File: src/rtl/spi_master_ctrl.sv
// SPI master (CPOL=1, CPHA=1): byte shifter, SCLK divider, chip select and burst sequencing.
// Optional feature macro SPI_CTRL_LOOPBACK_EN adds loopback_i so the rx register samples mosi_o.
module spi_master_ctrl #(
    parameter int HALF_PERIOD = 4
) (
    input  logic       clk_i,
    input  logic       rst_i,
    input  logic       cmd_valid_i,
    output logic       cmd_ready_o,
    input  logic [7:0] cmd_data_i,
    input  logic       cmd_last_i,
    output logic       rx_valid_o,
    output logic [7:0] rx_data_o,
    output logic       busy_o,
    output logic       sclk_o,
    output logic       cs_n_o,
    output logic       mosi_o,
    input  logic       miso_i
`ifdef SPI_CTRL_LOOPBACK_EN
    ,
    input  logic       loopback_i
`endif
);

    // state | meaning
    // IDLE  | CS high; ready once the CS-high guard has expired
    // SETUP | CS low, SCLK high, first bit on MOSI before the first fall
    // LO    | SCLK low half-period
    // HI    | SCLK high half-period
    // GAP   | between burst bytes, CS held low, ready
    // HOLD  | CS low tail after the last byte
    typedef enum logic [2:0] {S_IDLE, S_SETUP, S_LO, S_HI, S_GAP, S_HOLD} state_t;

    localparam logic [7:0] DIV_RELOAD = 8'(HALF_PERIOD - 1);

    state_t     r_state;
    state_t     w_state_nxt;
    logic [7:0] r_div;
    logic [2:0] r_bit_cnt;
    logic       r_wrap;
    logic       r_last;
    logic [7:0] r_tx;
    logic [7:0] r_rx;
    logic [7:0] r_rx_data;
    logic       r_rx_valid;
    logic       r_guard;
    logic       w_guard_nxt;
    logic       r_ready;
    logic       r_busy;
    logic       r_sclk;
    logic       r_cs_n;
    logic       w_accept;
    logic       w_div_tc;
    logic       w_rise;
    logic       w_shift;
    logic       w_rx_bit;

    assign w_accept = cmd_valid_i & r_ready;
    assign w_div_tc = (r_div == 8'd0);
    assign w_rise   = (r_state == S_LO) && (w_state_nxt == S_HI);
    assign w_shift  = (r_state == S_HI) && (w_state_nxt == S_LO);

`ifdef SPI_CTRL_LOOPBACK_EN
    assign w_rx_bit = loopback_i ? r_tx[7] : miso_i;
`else
    assign w_rx_bit = miso_i;
`endif

    always_comb begin
        w_state_nxt = r_state;
        w_guard_nxt = r_guard;
        case (r_state)
            S_IDLE: begin
                if (w_accept) w_state_nxt = S_SETUP;
                if (w_div_tc) w_guard_nxt = 1'b0;
            end
            S_SETUP: if (w_div_tc) w_state_nxt = S_LO;
            S_LO:    if (w_div_tc) w_state_nxt = S_HI;
            S_HI: begin
                if (w_div_tc) begin
                    if (r_wrap) w_state_nxt = r_last ? S_HOLD : S_GAP;
                    else        w_state_nxt = S_LO;
                end
            end
            S_GAP:   if (w_accept) w_state_nxt = S_LO;
            S_HOLD: begin
                if (w_div_tc) begin
                    w_state_nxt = S_IDLE;
                    w_guard_nxt = 1'b1;
                end
            end
            default: w_state_nxt = S_IDLE;
        endcase
    end

    always_ff @(posedge clk_i) begin
        if (rst_i) begin
            r_state    <= S_IDLE;
            r_div      <= DIV_RELOAD;
            r_bit_cnt  <= 3'd0;
            r_wrap     <= 1'b0;
            r_last     <= 1'b0;
            r_tx       <= 8'h00;
            r_rx       <= 8'h00;
            r_rx_data  <= 8'h00;
            r_rx_valid <= 1'b0;
            r_guard    <= 1'b1;
            r_ready    <= 1'b0;
            r_busy     <= 1'b0;
            r_sclk     <= 1'b1;
            r_cs_n     <= 1'b1;
        end else begin
            r_state <= w_state_nxt;
            r_guard <= w_guard_nxt;
            // The divider restarts on every state change; the guard reuses it while in IDLE.
            if (w_state_nxt != r_state) r_div <= DIV_RELOAD;
            else if (!w_div_tc)         r_div <= r_div - 8'd1;

            if (w_accept) begin
                r_tx      <= cmd_data_i;
                r_last    <= cmd_last_i;
                r_bit_cnt <= 3'd0;
                r_wrap    <= 1'b0;
            end else if (w_shift) begin
                r_tx <= {r_tx[6:0], 1'b0};
            end

            if (w_rise) begin
                {r_wrap, r_bit_cnt} <= {1'b0, r_bit_cnt} + 4'd1;
                r_rx <= {r_rx[6:0], w_rx_bit};
                if (r_bit_cnt == 3'd7) r_rx_data <= {r_rx[6:0], w_rx_bit};
            end

            // Outputs are decoded from the next state so they change together with it.
            r_rx_valid <= (r_state == S_HI) && ((w_state_nxt == S_HOLD) || (w_state_nxt == S_GAP));
            r_ready    <= (w_state_nxt == S_GAP) || ((w_state_nxt == S_IDLE) && !w_guard_nxt);
            r_cs_n     <= (w_state_nxt == S_IDLE);
            r_sclk     <= (w_state_nxt != S_LO);
            r_busy     <= (w_state_nxt != S_IDLE);
        end
    end

    assign cmd_ready_o = r_ready;
    assign rx_valid_o  = r_rx_valid;
    assign rx_data_o   = r_rx_data;
    assign busy_o      = r_busy;
    assign sclk_o      = r_sclk;
    assign cs_n_o      = r_cs_n;
    assign mosi_o      = r_tx[7];

endmodule

File: config.mk
export PLATFORM = sky130hd
export DESIGN_NAME = spi_master_ctrl
export DESIGN_NICKNAME = d
export VERILOG_FILES = /design/src/rtl/spi_master_ctrl.sv
export SDC_FILE = /design/constraint.sdc
export NUM_CORES = 1
export LEC_CHECK = 0
export ABC_AREA = 1
export BUFFER_PORTS_ARGS = -buffer_cell sky130_fd_sc_hd__buf_2
export CORE_MARGIN = 2
export CORE_UTILIZATION = 35
export CTS_CLUSTER_DIAMETER = 60
export DETAILED_ROUTE_END_ITERATION = 6
export PLACE_DENSITY = 0.59
export SLEW_MARGIN = 10
export SYNTH_ARGS = -nofsm -noshare
export SYNTH_HDL_FRONTEND = slang
export SYNTH_SLANG_ARGS = --single-unit
export TNS_END_PERCENT = 20
File: constraint.sdc
create_clock -name clk_i -period 2.2 [get_ports clk_i]
set_input_delay 0.22 -clock clk_i [delete_from_list [all_inputs] [get_ports clk_i]]
set_output_delay 0.22 -clock clk_i [all_outputs]
set_load 0.01 [all_outputs]
Yosys cells after proc, flatten, opt, wreduce, memory -nomap -nowiden
Cells that the tools add are included.
- register bits after elaboration: 45
- latch bits: 0
- bits in writable memories: 0
- bits in read-only memories: 0
- input bits: 13
- logic and storage cells: 62
- memories: 0
- add/subtract/negate cells: 2
- multipliers: 0
- div/mod/pow operators: 0
- $lt $le $gt $ge: 0
- equal/unequal tests: 12
- shift operators: 0
- mux-type cells: 18
- bitwise gates (word level): 1
- reduce and logical (&&, ||, !) cells: 15
- operators with widths (operator ; count):
    $mux W3 ; 9
    $pmux W3 S6 ; 1
    $mux W8 ; 2
    $eq A3 B3 Y1 const B ; 5
    $eq A3 B2 Y1 const B ; 4
    $logic_not A8 Y1 ; 1
    $sub A8 B1 Y8 const B ; 1
    $logic_not A3 Y1 ; 2
    $mux W1 ; 5
    $add A3 B1 Y4 const B ; 1
    $logic_and A1 B1 Y1 ; 4
    $reduce_bool A2 Y1 ; 2
    $eq A3 B1 Y1 const B ; 1
    $ne A3 B2 Y1 const B ; 1
    $ne A3 B3 Y1 ; 1
    $reduce_bool A3 Y1 ; 1
    $logic_or A1 B1 Y1 ; 2
    $pmux W1 S2 ; 1
    $reduce_and A2 Y1 ; 1
    $reduce_or A2 Y1 ; 1
    $and A1 B1 Y1 ; 1
    $logic_not A1 Y1 ; 1

Longest topological paths before layout
Gate-level depths: netlist of run 1.
- depth in word-level cells: 8
- gate-level depth with buffers: 13
- gate-level depth less buffers: 12

Worst setup path before layout of run 1
Ideal clock, no wire load.
- kind: reg-to-reg
- from: reg r_div[0]
- to: reg r_div[0]
- arrival time: 1534 ps
- required time: 2082 ps
- path slack: 548 ps
- cell stages (with the launch flop): 13
- path buffers: 0
- clock period less this slack: 1652 ps
- cells stage by stage: dfxtp_1 inv_1 ha_1 nand2_1 nor2_4 nand2_4 nand2_4 nand3_4 nand2_4 xor2_2 nand2_1 nor2_1 nand2_1
- longest elaborated chain between the ends: 5
- elaborated cells on any way between the ends: 9
- RTL lines (what ; line ; RTL):
    start, declared ; 38 ; logic [7:0] r_div;
    start signal, assigned ; 117 ; else if (!w_div_tc) r_div <= r_div - 8'd1;
    $logic_not A8 Y1 ; 59 ; assign w_div_tc = (r_div == 8'd0);
    $mux W3 (on tied branches) ; - ;
    $pmux W3 S6 ; 72 ; case (r_state)
    $ne A3 B3 Y1 ; 116 ; if (w_state_nxt != r_state) r_div <= DIV_RELOAD;
    $reduce_or A2 Y1 (no line) ; - ;
Several ways; a longest one is shown, not always the timed one.
A chain may end at the register's enable or synchronous reset.

Final worst setup path of run 1
- from: reg r_div[0]
- to: reg r_rx_data[0] (netlist: rx_data_o[0])
- longest elaborated chain between the ends: 6
- elaborated cells on any way between the ends: 9
- RTL lines (what ; line ; RTL):
    $logic_not A8 Y1 * ; 59 ;
    $mux W3 (on tied branches) ; - ;
    $pmux W3 S6 * ; 72 ;
    $eq A3 B2 Y1 * ; 60 ; assign w_rise = (r_state == S_LO) && (w_state_nxt == S_HI);
    $logic_and A1 B1 Y1 * ; 60 ;
    $reduce_and A2 Y1 (no line) * ; - ;
    end signal, assigned ; 131 ; if (r_bit_cnt == 3'd7) r_rx_data <= {r_rx[6:0], w_rx_bit};
    end, declared ; 44 ; logic [7:0] r_rx_data;
Every way passes the cells marked *; elsewhere a longest branch is shown, timed or not.

==> results.md, run 1 <==
* Outcome: complete, no violations
* CTS Buf Count at 5
* Critical path peak fanout at 11
* WL/cell at 10.28 microns
* GR Overflow Total at 0
* CP endpoint kind: flip-flop
* YS warnings at 0
* Initial antenna violation count at 0
* Worst Tran Pin Value at approximately 470 ps
* First-pass GRT wire length at ~6400 microns
* Peak supply drop at around 420 uV
* Ports at 27
* Post-DRT Antenna Nets at 0
* Post-route setup slack at 345.8 ps
* Rel. slew slack at 68.76%
* DR pass1 iterations at 4
* Post-synthesis sequential area ratio at approximately 44%
* Mapped Area at about 2000 sq um
* Finished Cell Area at 2361 sq um
* Vias in the first global route at 1482
* Post-synthesis net count at around 280
* GP Congestion at 0.7953
* Post-Place Worst Slack at around 290 ps
* CTS root buf: clkbuf_8
* Reg2reg setup slack at 350 ps
* Worst-Skew Late Latency at 300 ps
* Total power at 2.047 mW
* Clock slew at reported path FFs at 90 ps
* Post-Syn Area per Cell at 7.824 sq um
* Final Max Slew Viols at 0
* Vias at 1628
* Final Hold Fails at 0
* MaxCap Viol Count at 0
* Port Buffers at 26
* Area growth syn-to-layout at 15.62%
* Synthesized instance count at about 260
* Comb power frac at between 20 and 25%
* Psw at between 0.6 and 0.7 mW
* RSZ-0062 raised after global routing: false
* Clock Skew at 6.956 ps
* Placed Area at 2238 sq um
* Post-CTS setup buffer count at 0
* Distinct cells, synth at 32
* # rows at 27
* Initial core utilization at 36.63%
* Die area at approximately 6500 sq um
* CTS tree: built
* Pin count of the biggest net entering global routing at 25
* Pwr dens at 867.2 nW/um^2
* Die width at 80.38 microns
* Final Cycle Share at 84.28%
* P_int at approximately 1.4 mW
* Core area at around 5600 sq um
* Ant diodes at 0
* Switching share of total power at between 30 and 40%
* Min cycle time layout at 1854 ps
* Clock power frac at 32.1%
* H-tree Lvls at 2
* Placed insts at ~350
* Worst Path Required at 2440 ps
* Crit Path Class: reg2reg
* Via density at 4.497
* Flop pwr share at between 40% and 50%
* Final wirelength at ~3700 microns
* #FFs+latches synth at 45
* Leakage at roughly 1.1 nW
* Share of layout cells above drive strength 1 at 22.76%
* GRT Util Overall at 12.74%
* Post-DP HPWL at between 2000 and 3000 microns
* DIE HEIGHT at 80.38 microns
* Crit path DAT at 2090 ps
* CTS Sinks at 45
* Startpoint types: flip-flop
* Final Non-Filler Cells at approximately 360
* Count of unresolved DRC violations after routing at 0
* Hold_buf cts at 0
* Final count of negative-setup-slack endpoints at 0
* Worst Hold Class: in2reg
* Highest clock rate at roughly 540 MHz
* Deepest clock path buffer count at 2
* Setup TNS Final at 0 ps
* 1st-iter DRT viols at 45
* Final #Nets at 305
[synth_stat cells]
cell type,count,share of area (%)
nand2_1,77,14
nand3_2,3,1.5
nand2_2,4,1.2
xor2_1,6,2.6
nand3_1,5,1.2
buf_1,1,0.18
clkinv_2,1,0.24
xor2_2,1,0.80
o21ai_0,5,1.2
xnor2_1,1,0.43
buf_4,1,0.37
inv_1,15,2.8
o21ai_2,1,0.43
buf_2,1,0.24
nor2_8,1,0.98
clkbuf_1,3,0.55
a22oi_1,1,0.37
a21oi_1,23,5.6
dfxtp_1,45,44
a211oi_1,1,0.37
nor3_1,2,0.49
nand4_1,2,0.61
mux2i_1,7,3.4
nand2_4,6,3.3
nand3_4,1,0.86
nand4_2,1,0.61
buf_6,1,0.55
nor2_2,4,1.2
ha_1,3,1.8
nor2_1,31,5.7
nor2_4,2,1.1
inv_2,5,0.92
[stage by stage]
step           hold slack, ps  util, %
2_1_floorplan           362.9        -
3_3_place_gp            451.2    40.16
3_5_place_dp            454.5    40.16
4_1_cts                 162.5    42.31
5_1_grt                 178.5    42.36
6_report                164.3    42.36
[per-layer routing]
metal / GRT usage [%] / up-vias / wire length (microns)
li1: - / 879 / -
met1: 16.79 / 722 / 1912
met2: 19.33 / 21 / 1604
met3: 3.596 / 6 / 136
met4: 5.593 / 0 / 69
met5: 0 / - / 0
[worst max-delay path: stages, from the launching register on]
cell and delay [ps]:
dfxtp_1 320, inv_1 90, ha_1 270, nand2_1 120, nor2_4 120, nand2_4 100, nand2_4 80, nand2_2 140
inv_4 150, nand2_4 100, inv_2 130, nand2_1 60, a21oi_1 120
[area by class of cell]
cell class,count,area [sq um]
clock inverters,2,37.54
clock buffers,6,82.58
inverters,21,82.58
flip-flops and latches,45,900.9
fillers,586,3213
repair buffers,28,145.1
well taps,72,90.09
multi-input cells,188,1022
[cell usage in the layout (no fill, tap or decap), drive strengths merged, types with 2 or more instances in the layout]
cell,netlist,routed
nand3,9,9
ha,3,3
o21ai,6,6
nor2,38,38
inv,20,20
xor2,7,7
nor3,2,2
dfxtp,45,45
clkbuf,3,6
nand4,3,3
buf,4,28
nand2,87,87
a21oi,23,23
mux2i,7,7
[kinds of logic (layout without fill, tap and decap cells)]
group | count (synthesis) | in the layout | share of synthesized area, %
fa+ha+maj | 3 | 3 | 1.838
flops | 45 | 45 | 44.12
buf+inv | 28 | 57 | 5.820
xor+xnor | 8 | 8 | 3.799
compound gates | 31 | 31 | 8.027
simple gates | 139 | 139 | 32.96
mux | 7 | 7 | 3.432
[final timing paths]
| kind | start | end | depth (start not counted) |
|---|---|---|---|
| max | r_div[0] | rx_data_o[0] | 12 |
| min | cmd_last_i | r_last | 3 |
| max reg2reg | r_div[0] | rx_data_o[0] | 12 |
| min reg2reg | rx_data_o[2] | rx_data_o[2] | 2 |
[power by group through the flow]
| stage | Combinational [mW] | Clock, mW | Sequential, mW |
|---|---|---|---|
| 2_1_floorplan | 0.387 | 0 | 0.948 |
| 3_3_place_gp | 0.463 | 0 | 0.952 |
| 3_5_place_dp | 0.462 | 0 | 0.952 |
| 4_1_cts | 0.464 | 0.675 | 0.934 |
| 5_1_grt | 0.526 | 0.692 | 0.940 |
| 6_report | 0.457 | 0.658 | 0.933 |
[repair_timing]
action | CTS | global route
hold endpoints to repair | 0 | 0
setup endpoints to repair | 0 | 1
resized for setup | 0 | 1
[state kept, by name, summed over array words and instances (netlist names)]
signal	count
rx_data_o	8
r_div	8
r_wrap	1
sclk_o	1
cmd_ready_o	1
r_last	1
r_guard	1
r_state	3
rx_valid_o	1
r_rx	7
cs_n_o	1
r_tx	8
r_bit_cnt	3
busy_o	1
No activity file was read; power rests on OpenSTA's default activity.
==> run 2: changes to the inputs <==
Settings changed: PLACE_DENSITY 0.59 to 0.61.
Clock period 2.2 ns to 1.5 ns, I/O delays scaled along.
==> results.md, run 2 (synthesized netlist as in run 1, its figures left out) <==
* Initial core utilization at 36.63% (unchanged)
* Port Buffers at 26 (unchanged)
* Startpoint types: flip-flop (unchanged)
* Clock slew at reported path FFs at 90 ps (about the same)
* Crit-path cells: inv_2, ha_4, nand2_4, o21ai_2, nand3_2, nand2_4, nand4_2, nand2_4, nand2_1, nand2_1, nor2_1 (was inv_1, ha_1, nand2_1, nor2_4, nand2_4, nand2_4, nand2_2, inv_4, nand2_4, inv_2, nand2_1, a21oi_1)
* Crit Path Class: reg2reg (unchanged)
* Leakage at 1.213 nW (was 1.060 nW)
* Count of unresolved DRC violations after routing at 0 (unchanged)
* CP endpoint kind: flip-flop (unchanged)
* CP peak stage delay at 330 ps (was 320 ps)
* GRT Util Overall at 13.87% (was 12.74%)
* Post-route setup slack at -68.52 ps (was 345.8 ps)
* Worst Tran Pin Value at 455.9 ps (was 468.1 ps)
* 1st-iter DRT viols at 29 (was 45)
* Peak supply drop at 571.8 uV (was 418.6 uV)
* WL/cell at 10.45 microns (was 10.28 microns)
* Final count of negative-setup-slack endpoints at 18 (was 0)
* Rel. slew slack at 69.57% (was 68.76%)
* Core area at 5574 sq um (unchanged)
* Initial antenna violation count at 0 (unchanged)
* Post-CTS setup buffer count at 0 (unchanged)
* Final Hold Fails at 0 (unchanged)
* Ant diodes at 0 (unchanged)
* Area of the multi-input gates at 1077 sq um (was 1022 sq um)
* DR pass1 iterations at 4 (unchanged)
* Post-Place Worst Slack at -83.01 ps (was 289.5 ps)
* Worst Path Required at 1710 ps (was 2440 ps)
* Final Non-Filler Cells at 392 (was 362)
* Area growth syn-to-layout at 28.98% (was 15.62%)
* CTS Buf Count at 5 (unchanged)
* CTS tree: built (unchanged)
* RSZ-0062 raised after global routing: true (was false)
* MaxCap Viol Count at 0 (unchanged)
* Post-DRT Antenna Nets at 0 (unchanged)
* Deepest clock path buffer count at 2 (unchanged)
* Final wirelength at 4098 microns (was 3722 microns)
* Final Max Slew Viols at 0 (unchanged)
* Share of layout cells above drive strength 1 at 33.44% (was 22.76%)
* Post-DP HPWL at 2920 microns (was 2669 microns)
* GR Overflow Total at 0 (unchanged)
* H-tree Lvls at 2 (unchanged)
* Crit-path most repeated cell: nand2_4 (unchanged)
* Placed insts at 383 (was 354)
* Pwr dens at 1183 nW/um^2 (was 867.2 nW/um^2)
* Hold slack final at 93.70 ps (was 164.3 ps)
* Highest clock rate at 637.5 MHz (was 539.3 MHz)
* Fill cells at 588 (was 586)
* Final #Nets at 335 (was 305)
* GP Congestion at 0.8366 (was 0.7953)
* Final Util at 47.25% (was 42.36%)
* Vias at 1774 (was 1628)
* Seq. cell area at 903.4 sq um (was 900.9 sq um)
* # rows at 27 (unchanged)
* Failing checks: setup timing
* Worst-Skew Late Latency at 300 ps (about the same)
* CP max stage cell: dfxtp_2 (was dfxtp_1)
* Crit path DAT at 1770 ps (was 2090 ps)
* CTS root buf: clkbuf_8 (unchanged)
* Commonest non-fill, non-tap cells in the layout: nand2_1 (76), dfxtp_1 (43), nor2_1 (30), buf_4 (30), buf_2 (26) (was nand2_1 (77), dfxtp_1 (45), nor2_1 (31))
* Commonest non-fill, non-tap cell in the layout: nand2_1 (unchanged)
* Die width at 80.38 microns (unchanged)
* Vias in the first global route at 1617 (was 1482)
* Worst Hold Class: in2reg (unchanged)
* Critical path peak fanout at 8 (was 11)
* Ports at 27 (unchanged)
* DIE HEIGHT at 80.38 microns (unchanged)
* Pin count of the biggest net entering global routing at 25 (unchanged)
* Via density at 4.526 (was 4.497)
* Setup TNS Final at -782.1 ps (was 0 ps)
* Clock Skew at 6.222 ps (was 6.956 ps)
* Die area at 6461 sq um (unchanged)
* Outcome: complete, but fails checks (was complete, no violations)
* Final Cycle Share at 104.6% (was 84.28%)
* CTS Sinks at 45 (unchanged)
* Min cycle time layout at 1569 ps (was 1854 ps)
* First-pass GRT wire length at 6920 microns (was 6368 microns)
run 2: worst max-delay path: cells and delay by family, from the launching register on:
kind / cells / cell delay, ps
flops: 1 / 330
fa+ha+maj: 1 / 160
simple gates: 8 / 760
buf+inv: 1 / 60
compound gates: 1 / 160
run 2: final cells by class:
cell class	count	area share, %
timing repair buffer	57	14.25
clock buffer	7	3.658
sequential	45	34.30
multi-input combinational	189	40.90
tap	72	3.420
inverter	21	3.135
clock inverter	1	0.3325
run 2: metal layers:
metal  vias to the layer above  GRT usage [%]  wire, microns
met3                        12          3.933            184
met2                        30          21.83           1842
met4                         0          6.949            125
li1                        938              -              -
met1                       794          17.27           1945
met5                         -              0              0
run 2: metrics by stage:
step,total power [mW],cell area (sq um)
3_3_place_gp,2.272,2490
6_report,3.117,2634
3_5_place_dp,2.286,2490
4_1_cts,3.156,2610
2_1_floorplan,1.996,2063
5_1_grt,3.315,2634
run 2: where the power goes:
group          leakage, nW  internal [mW]  switching (mW)  total [mW]
logic                0.794          0.413           0.490       0.903
clock network       0.0549          0.426           0.428       0.854
registers            0.364           1.30          0.0597        1.36
run 2: timing repair:
item                       in CTS  in global routing
pin swaps                       0                  0
hold endpoints to repair        0                  0
hold buffers                    0                  0
setup endpoints to repair      17                 32
gates cloned                    0                  1
gates resized for setup         4                  6
run 2: final timing paths:
| kind | from | to | slack (ps) | cells past startpoint |
|---|---|---|---|---|
| setup / recovery | r_div[0] | r_tx[1] | -70 | 11 |
| hold / removal | miso_i | rx_data_o[0] | 90 | 3 |
| setup reg to reg | r_div[0] | r_tx[1] | -70 | 11 |
| hold reg to reg | rx_data_o[3] | rx_data_o[3] | 460 | 2 |
==> run 3: changes to the inputs <==
Settings changed: SKIP_LAST_GASP set to 1.
==> results.md, run 3 (synthesized netlist as in run 1, its figures left out) <==
* Vias at 1763 (was 1774)
* Final count of negative-setup-slack endpoints at 17 (was 18)
* Failing checks: setup timing (unchanged)
* CTS Sinks at 45 (unchanged)
* Placed insts at 383 (unchanged)
* Initial core utilization at 36.63% (unchanged)
* MaxCap Viol Count at 0 (unchanged)
* Die width at 80.38 microns (unchanged)
* Pin count of the biggest net entering global routing at 25 (unchanged)
* Post-Place Worst Slack at -83.01 ps (unchanged)
* First-pass GRT wire length at 6920 microns (unchanged)
* Highest clock rate at 642.4 MHz (was 637.5 MHz)
* Final Util at 47.72% (was 47.25%)
* Critical path peak fanout at 6 (was 8)
* CTS root buf: clkbuf_8 (unchanged)
* Final Max Slew Viols at 0 (unchanged)
* 1st-iter DRT viols at 35 (was 29)
* Final #Nets at 337 (was 335)
* Die area at 6461 sq um (unchanged)
* Ant diodes at 0 (unchanged)
* Min cycle time layout at 1557 ps (was 1569 ps)
* H-tree Lvls at 2 (unchanged)
* Worst Tran Pin Value at 447.4 ps (was 455.9 ps)
* CP max stage cell: dfxtp_2 (unchanged)
* Crit-path most repeated cell: nand2_4 (unchanged)
* Leakage at 1.225 nW (was 1.213 nW)
* DIE HEIGHT at 80.38 microns (unchanged)
* Peak supply drop at 570.3 uV (was 571.8 uV)
* Final Non-Filler Cells at 394 (was 392)
* Via density at 4.475 (was 4.526)
* Startpoint types: flip-flop (unchanged)
* Outcome: complete, but fails checks (unchanged)
* Setup TNS Final at -603.9 ps (was -782.1 ps)
* CTS tree: built (unchanged)
* Hold_buf cts at 0 (unchanged)
* Count of unresolved DRC violations after routing at 0 (unchanged)
* Final Cycle Share at 103.8% (was 104.6%)
* GP Congestion at 0.8366 (unchanged)
* Final Hold Fails at 0 (unchanged)
* Port Buffers at 26 (unchanged)
* DR pass1 iterations at 4 (unchanged)
* Area growth syn-to-layout at 30.27% (was 28.98%)
* Commonest non-fill, non-tap cell in the layout: nand2_1 (unchanged)
* Share of layout cells above drive strength 1 at 35.09% (was 33.44%)
* Vias in the first global route at 1619 (was 1617)
* Final wirelength at 4059 microns (was 4098 microns)
* Commonest non-fill, non-tap cells in the layout: nand2_1 (72), dfxtp_1 (42), buf_4 (32) (was nand2_1 (76), dfxtp_1 (43), nor2_1 (30), buf_4 (30), buf_2 (26))
* Deepest clock path buffer count at 2 (unchanged)
* Fill cells at 583 (was 588)
* Clock Skew at 5.508 ps (was 6.222 ps)
* Finished Cell Area at 2660 sq um (was 2634 sq um)
* Placed Area at 2490 sq um (unchanged)
* Delay-heaviest family, CP: simple AND/OR/NAND/NOR gates (unchanged)
* WL/cell at 10.30 microns (was 10.45 microns)
* Worst Path Required at 1740 ps (was 1710 ps)
* CP peak stage delay at 330 ps (about the same)
* Crit-path cells: inv_2, ha_4, nand2_2, nor2_4, nand2_4, nand2_4, nand3_4, nand2_4, xor2_2, nand3_2, nor2_1 (was inv_2, ha_4, nand2_4, o21ai_2, nand3_2, nand2_4, nand4_2, nand2_4, nand2_1, nand2_1, nor2_1)
* Core area at 5574 sq um (unchanged)
* # rows at 27 (unchanged)
* Worst-Skew Late Latency at 300 ps (about the same)
* Crit path DAT at 1790 ps (was 1770 ps)
* Pwr dens at 1173 nW/um^2 (was 1183 nW/um^2)
* Ports at 27 (unchanged)
* Rel. slew slack at 70.14% (was 69.57%)
* Post-route setup slack at -56.62 ps (was -68.52 ps)
* Total power at 3.122 mW (was 3.117 mW)
* CP endpoint kind: flip-flop (unchanged)
* Critical path buffers and inverters at 1 (unchanged)
* Hold slack final at 93.87 ps (was 93.70 ps)
* RSZ-0062 raised after global routing: true (unchanged)
* Clock slew at reported path FFs at 90 ps (about the same)
* Crit Path Class: reg2reg (unchanged)
* GRT Util Overall at 13.87% (unchanged)
* Post-DP HPWL at 2920 microns (unchanged)
* Post-DRT Antenna Nets at 0 (unchanged)
* CTS Buf Count at 5 (unchanged)
* GR Overflow Total at 0 (unchanged)
* Worst Hold Class: in2reg (unchanged)
* Initial antenna violation count at 0 (unchanged)
## run 3: area by class of cell
cell class	instances	area [sq um]	area share [%]
timing repair buffer	59	390.4	14.68
sequential	45	904.6	34.01
multi-input combinational	189	1090	40.97
tap	72	90.09	3.387
inverter	21	80.08	3.010
clock buffer	7	96.34	3.622
clock inverter	1	8.758	0.3293
## run 3: power by group
group	internal [mW]	switching, mW
Combinational	0.413	0.490
Sequential	1.30	0.0650
Clock	0.426	0.426
Total	2.14	0.982
## run 3: worst register-to-register path, stage by stage (launching register included)
cell and delay [ps]:
dfxtp_2 330, inv_2 60, ha_4 150, nand2_2 70, nor2_4 110, nand2_4 70, nand2_4 70, nand3_4 100
nand2_4 100, xor2_2 170, nand3_2 150, nor2_1 130
## run 3: routing by layer
layer	global-route usage (%)	up-vias	routed length, microns
met5	0	-	0
met4	6.949	0	112
met3	3.933	10	175
met2	21.83	25	1817
met1	17.27	787	1954
li1	-	941	-
## run 3: repair_timing
item	4_1_cts	5_1_grt
buffers inserted	0	2
pin swaps	0	7
gates resized for setup	2	12
gates cloned	0	1
endpoints found under the setup margin	17	32
## run 3: path summary, 6_finish.rpt
kind,slack (ps),to,depth (start not counted),start
min reg2reg,460,rx_data_o[3],2,rx_data_o[3]
max,-60,r_div[6],11,r_div[0]
max reg2reg,-60,r_div[6],11,r_div[0]
min,90,r_tx[0],3,cmd_data_i[0]
